===== src/rtl/muldiv_pkg.sv =====
// Shared constants and state encoding for the sequential unsigned multiply/divide unit.
package muldiv_pkg;

  localparam int unsigned W     = 32;
  localparam int unsigned ITER  = 32;
  localparam int unsigned CNT_W = 6;

  localparam logic OP_MUL = 1'b0;
  localparam logic OP_DIV = 1'b1;

  typedef enum logic [1:0] {
    S_IDLE = 2'd0,
    S_CALC = 2'd1,
    S_DONE = 2'd2
  } state_e;

endpackage


===== src/rtl/adder_32bits.sv =====
// Shared 32-bit adder/subtractor; Ctr=1 subtracts, and Co=1 then means no borrow.
module adder_32bits
  import muldiv_pkg::*;
(
  input  logic [W-1:0] A,
  input  logic [W-1:0] B,
  input  logic         Ctr,
  output logic [W-1:0] S,
  output logic         Co
);

  logic [W:0] sum;

  // Subtract as A + ~B + 1 so the carry-out doubles as the not-borrow flag.
  assign sum     = {1'b0, A} + {1'b0, B ^ {W{Ctr}}} + (W + 1)'(Ctr);
  assign {Co, S} = sum;

endmodule


===== src/rtl/muldiv_seq.sv =====
// Multi-cycle unsigned MULTU/DIVU sequencer: 32 shift-add or restoring shift-subtract
// iterations through one shared adder, results left in hi/lo.
module muldiv_seq
  import muldiv_pkg::*;
#(
  parameter int unsigned WIDTH = W
) (
  input  logic             clk,
  input  logic             rst_n,
  input  logic             start,
  input  logic             op,
  input  logic [WIDTH-1:0] a,
  input  logic [WIDTH-1:0] b,
  output logic             busy,
  output logic             done,
  output logic [WIDTH-1:0] hi,
  output logic [WIDTH-1:0] lo,
  output logic             div_zero
);

  state_e             state_q, state_d;
  logic [CNT_W-1:0]   cnt_q, cnt_d;
  logic               op_q, op_d;
  logic [WIDTH-1:0]   opnd_q, opnd_d;
  logic [WIDTH-1:0]   hi_q, hi_d;
  logic [WIDTH-1:0]   lo_q, lo_d;
  logic               dz_q, dz_d;
  logic               busy_q, busy_d;
  logic               done_q, done_d;

  logic [WIDTH-1:0]   rem_shift;
  logic [WIDTH-1:0]   add_a;
  logic [WIDTH-1:0]   add_s;
  logic               add_co;
  logic               mul_c;
  logic [WIDTH-1:0]   mul_s;
  logic               take;

  // Divide shifts the next dividend bit into the partial remainder before subtracting.
  assign rem_shift = {hi_q[WIDTH-2:0], lo_q[WIDTH-1]};
  assign add_a     = (op_q == OP_DIV) ? rem_shift : hi_q;

  adder_32bits u_adder (
    .A   (add_a),
    .B   (opnd_q),
    .Ctr (op_q),
    .S   (add_s),
    .Co  (add_co)
  );

  always_comb begin
    state_d = state_q;
    cnt_d   = cnt_q;
    op_d    = op_q;
    opnd_d  = opnd_q;
    hi_d    = hi_q;
    lo_d    = lo_q;
    dz_d    = dz_q;
    mul_c   = 1'b0;
    mul_s   = hi_q;
    take    = 1'b0;

    case (state_q)
      S_IDLE: begin
        if (start) begin
          op_d   = op;
          opnd_d = b;
          cnt_d  = '0;
          dz_d   = 1'b0;
          if (op == OP_DIV && b == '0) begin
            hi_d    = a;
            lo_d    = '1;
            dz_d    = 1'b1;
            state_d = S_DONE;
          end else begin
            hi_d    = '0;
            lo_d    = a;
            state_d = S_CALC;
          end
        end
      end

      S_CALC: begin
        if (op_q == OP_MUL) begin
          if (lo_q[0]) begin
            mul_c = add_co;
            mul_s = add_s;
          end
          hi_d = {mul_c, mul_s[WIDTH-1:1]};
          lo_d = {mul_s[0], lo_q[WIDTH-1:1]};
        end else begin
          // A set hi[31] means the true remainder exceeds any 32-bit divisor.
          take = hi_q[WIDTH-1] | add_co;
          hi_d = take ? add_s : rem_shift;
          lo_d = {lo_q[WIDTH-2:0], take};
        end
        if (cnt_q == CNT_W'(ITER - 1)) begin
          state_d = S_DONE;
        end else begin
          cnt_d = cnt_q + CNT_W'(1);
        end
      end

      S_DONE: state_d = S_IDLE;

      default: state_d = S_IDLE;
    endcase

    busy_d = (state_d != S_IDLE);
    done_d = (state_d == S_DONE);
  end

  always_ff @(posedge clk or negedge rst_n) begin
    if (!rst_n) begin
      state_q <= S_IDLE;
      cnt_q   <= '0;
      op_q    <= 1'b0;
      opnd_q  <= '0;
      hi_q    <= '0;
      lo_q    <= '0;
      dz_q    <= 1'b0;
      busy_q  <= 1'b0;
      done_q  <= 1'b0;
    end else begin
      state_q <= state_d;
      cnt_q   <= cnt_d;
      op_q    <= op_d;
      opnd_q  <= opnd_d;
      hi_q    <= hi_d;
      lo_q    <= lo_d;
      dz_q    <= dz_d;
      busy_q  <= busy_d;
      done_q  <= done_d;
    end
  end

  assign busy     = busy_q;
  assign done     = done_q;
  assign hi       = hi_q;
  assign lo       = lo_q;
  assign div_zero = dz_q;

endmodule


===== config.mk =====
export PLATFORM = sky130hd
export DESIGN_NAME = muldiv_seq
export DESIGN_NICKNAME = d
export VERILOG_FILES = /design/src/rtl/muldiv_pkg.sv /design/src/rtl/adder_32bits.sv /design/src/rtl/muldiv_seq.sv
export SDC_FILE = /design/constraint.sdc
export NUM_CORES = 1
export LEC_CHECK = 0
export ABC_AREA = 1
export CORE_MARGIN = 4
export CORE_UTILIZATION = 55
export DETAILED_ROUTE_END_ITERATION = 8
export PLACE_DENSITY = 0.81
export SLEW_MARGIN = 20
export SYNTH_ARGS = -nofsm -noshare
export SYNTH_HDL_FRONTEND = slang
export SYNTH_SLANG_ARGS = --single-unit

===== constraint.sdc =====
create_clock -name clk -period 5.3 [get_ports clk]
set_input_delay 1.06 -clock clk [delete_from_list [all_inputs] [get_ports clk]]
set_output_delay 1.06 -clock clk [all_outputs]
set_load 0.02 [all_outputs]

==> results_tabular.tex <==
\begin{tabular}{lr}
\hline
Metric & Value \\
\hline
\multicolumn{2}{l}{\textbf{Synth}} \\
Total nets after synthesis & 1536 \\
Top area cells in the synthesized netlist & sky130\_fd\_sc\_hd\_\_dfrtp\_1 30\%, sky130\_fd\_sc\_hd\_\_nand2\_1 18\%, sky130\_fd\_sc\_hd\_\_a21oi\_1 6.5\% \\
Distinct cell type count after synthesis & 44 \\
Post-synthesis cell count & 1435 \\
Largest area contributor in the synthesized netlist & sky130\_fd\_sc\_hd\_\_dfrtp\_1 \\
Post-synthesis sequential element count & 108 \\
Syn avg cell area & 6.36 sq um \\
Top-area cell type share of the netlist area & 29.6\% \\
Number of warning messages in the yosys log & 0 \\
Portion of the post-synthesis area used by sequential elements & 29.6\% \\
Syn Std Cell Area & 0.00913 sq mm \\
\multicolumn{2}{l}{\textbf{Detailed routing}} \\
Avg Vias per Cell & 5.65 \\
Number of DRC violations after detailed routing & 0 \\
Number of vias after detailed routing & 9825 \\
Average detailed-routed wire length per instance & 16.6 um \\
Count of antenna-violating nets left after detailed routing & 0 \\
Total wirelength of the detailed-routed design & 28900 um \\
Detailed router's first-iteration violation count & 847 \\
Pre-antenna DRT Iters & 6 \\
\multicolumn{2}{l}{\textbf{Placed design}} \\
Placed wire-length estimate & 21900 um \\
Post-placement setup slack & 1430 ps \\
Number of port buffers & 134 \\
Final RePlAce weighted congestion & 0.958 \\
Placed inst area & 0.0105 sq mm \\
\multicolumn{2}{l}{\textbf{Worst setup path}} \\
Cells traversed along the worst timing path & buf\_4, nor2\_1, o21bai\_1, fa\_1, nand3\_1, nand2\_1, nand2\_1, nand2\_2, nand2\_2, nand2\_2, nand2\_4, nand3\_4, inv\_4, nand2\_1, nand3\_1, nand3\_1, nand2\_1, nand2\_1 \\
Crit path max-delay family & simple AND/OR/NAND/NOR gates \\
Required time at the endpoint of the critical path & 5560 ps \\
Combined buffer and inverter count along the critical path & 2 \\
Cell occurring most often along the worst timing path & sky130\_fd\_sc\_hd\_\_nand2\_1 \\
R2R Path Start & op\_q \\
Type of element capturing the critical path & register \\
First element of the critical path & op\_q \\
Register-to-Register Setup Slack & 1350 ps \\
Critical Path AT & 4210 ps \\
Worst setup path class & register to register \\
Largest driver fanout on the critical path & 49 \\
Length in cells of the worst reg-to-reg path & 18 \\
Critical Path Start Type & register \\
Slowest cell delay on critical path & 700 ps \\
Standard cell with the maximum stage delay on the critical path & sky130\_fd\_sc\_hd\_\_dfrtp\_4 \\
Endpoint of the lowest-slack register-to-register path & hi[6] \\
\multicolumn{2}{l}{\textbf{Min path}} \\
Terminating pin of the worst hold path & opnd\_q[9] \\
Hold-critical path depth & 2 \\
Worst min-delay path class & register to register \\
Worst hold path startpoint & opnd\_q[9] \\
\multicolumn{2}{l}{\textbf{Floorplanning}} \\
Starting Density & 56.8\% \\
Total I/O pin count & 135 \\
Core Region & 0.0161 sq mm \\
Die Footprint & 0.0187 sq mm \\
Std cell rows & 46 \\
Die Height & 137 um \\
Chip width & 137 um \\
\multicolumn{2}{l}{\textbf{Clock network}} \\
CTS hold repair buffers & 0 \\
CTS clock-pin slew for the worst setup and hold paths & 70 ps \\
Number of buffers on the longest clock path & 2 \\
H-Tree Level Count & 3 \\
Clock tree from TritonCTS & done \\
Cts repair resizes & 0 \\
Total setup buffers inserted after CTS & 0 \\
Root buffer cell & sky130\_fd\_sc\_hd\_\_clkbuf\_16 \\
Clock buffer count from CTS & 9 \\
CTS Sinks & 108 \\
Clock latency on the worst-skew pair & 370 ps \\
\multicolumn{2}{l}{\textbf{Timing}} \\
Worst clock skew & 10.5 ps \\
Ratio of final minimum period to clock period & 74.6\% \\
PnR worst setup slack & 1350 ps \\
Post-Route Setup TNS & 0 ps \\
Setup repair after global routing missed its margin & no \\
Final setup fails & 0 \\
Final hold vios & 0 \\
Slew at the pin with the worst max-slew slack & 1150 ps \\
F\_max & 0.253 GHz \\
Max Slew Vio Count & 0 \\
Worst relative slew slack & 23.2\% \\
Post-layout min period & 3950 ps \\
\multicolumn{2}{l}{\textbf{Global routing}} \\
Total gr overflow & 0 \\
Number of antenna violations at the first check in global routing & 0 \\
GRT Overall Usage & 31.1\% \\
Vias in the first global route & 9086 \\
Pin count of the biggest net entering global routing & 78 \\
Global-route wire length before repair & 46000 um \\
\multicolumn{2}{l}{\textbf{Cells and area}} \\
Final non-filler cell area & 0.0108 sq mm \\
Net count of the finished layout & 1621 \\
Syn-to-layout area delta & 18.2\% \\
Multi-input gate area & 0.00551 sq mm \\
Layout filler cell count & 1443 \\
Fraction of final layout cells sized beyond drive strength 1 & 3.94\% \\
Area taken by flip-flops and latches & 0.00271 sq mm \\
Diodes inserted & 0 \\
Most common cell after layout, fill and taps aside & sky130\_fd\_sc\_hd\_\_nand2\_1 \\
Most used cells in the layout excluding fill and tap cells & 436 x sky130\_fd\_sc\_hd\_\_nand2\_1, 146 x sky130\_fd\_sc\_hd\_\_inv\_1, 133 x sky130\_fd\_sc\_hd\_\_clkdlybuf4s50\_1 \\
\multicolumn{2}{l}{\textbf{Outcome}} \\
Outcome & complete, no violations \\
\multicolumn{2}{l}{\textbf{Run}} \\
Number of max-cap violations & 0 \\
\hline
\end{tabular}
==> final cells by class <==
cell class,instances,area share [%]
Clock buffer,11,2.16
Clock inverter,4,0.325
Inverter,154,5.38
Multi-Input combinational cell,1099,51.0
Sequential cell,108,25.1
Tap cell,216,2.51
Timing Repair Buffer,148,13.5
==> state kept, by name (all words and copies together) (netlist names) <==
signal    cells
state_q       2
op_q          1
busy          1
opnd_q       32
hi           32
lo           32
cnt_q         6
done          1
div_zero      1
==> cells by family (layout without fill, tap and decap cells) <==
kind of cell    count (synthesis)  after routing  share of synthesized area [%]
simple gates                  699            699                           31.6
buf+inv                       228            317                           10.1
fa+ha+maj                      33             33                           4.61
xor+xnor                       44             44                           4.22
compound gates                323            323                           19.8
flops                         108            108                           29.6
==> worst min-delay path: cells and delay by family, from the launching register on <==
kind             cells  cell delay (ps)
and+or+nand+nor      2              120
DFF                  1              360
==> layer usage <==
metal	track usage [%]	share of wire, %	routed length (um)
met4	9.70	3.0	860
met1	41.3	42	12200
met2	52.8	49	14200
met5	0	0	0
met3	4.23	5.7	1660
==> cells in the mapped netlist, drive strengths merged <==
library cell  number
nand2            443
inv              153
a21oi            126
o21ai            125
nor2             117
dfrtp            108
nand3             99
clkbuf            50
xor2              35
ha                32
a31oi             26
buf               24
nand4             16
nor3              16
o21bai            13
a211oi            12
xnor2              9
o211ai             5
o22ai              5
a41oi              4
nor4               4
a21o               3
nand3b             2
o21a               2
o221ai             2
clkinv             1
fa                 1
nor3b              1
or2                1
==> worst max path at each step <==
stage                     slack (ps)  cells after the start      to
after global routing            1020                     18   hi[6]
after floorplan                 2310                     19  hi[11]
after CTS                       1410                     18   hi[6]
after detailed placement        1430                     18   hi[6]
final                           1350                     18   hi[6]
after global placement          1440                     18   hi[6]
==> stage by stage <==
stage / hold slack [ps] / utilization (%) / instances
global placement: 484 / 65.5 / 1725
global route: 518 / 67.2 / 1740
floorplan: 468 / - / 1435
finish: 501 / 67.2 / 1740
detailed placement: 485 / 65.5 / 1725
CTS: 503 / 67.2 / 1740
Power is not shown: default switching activity piles up to over one toggle a cycle in this logic, so the estimate is an artifact.
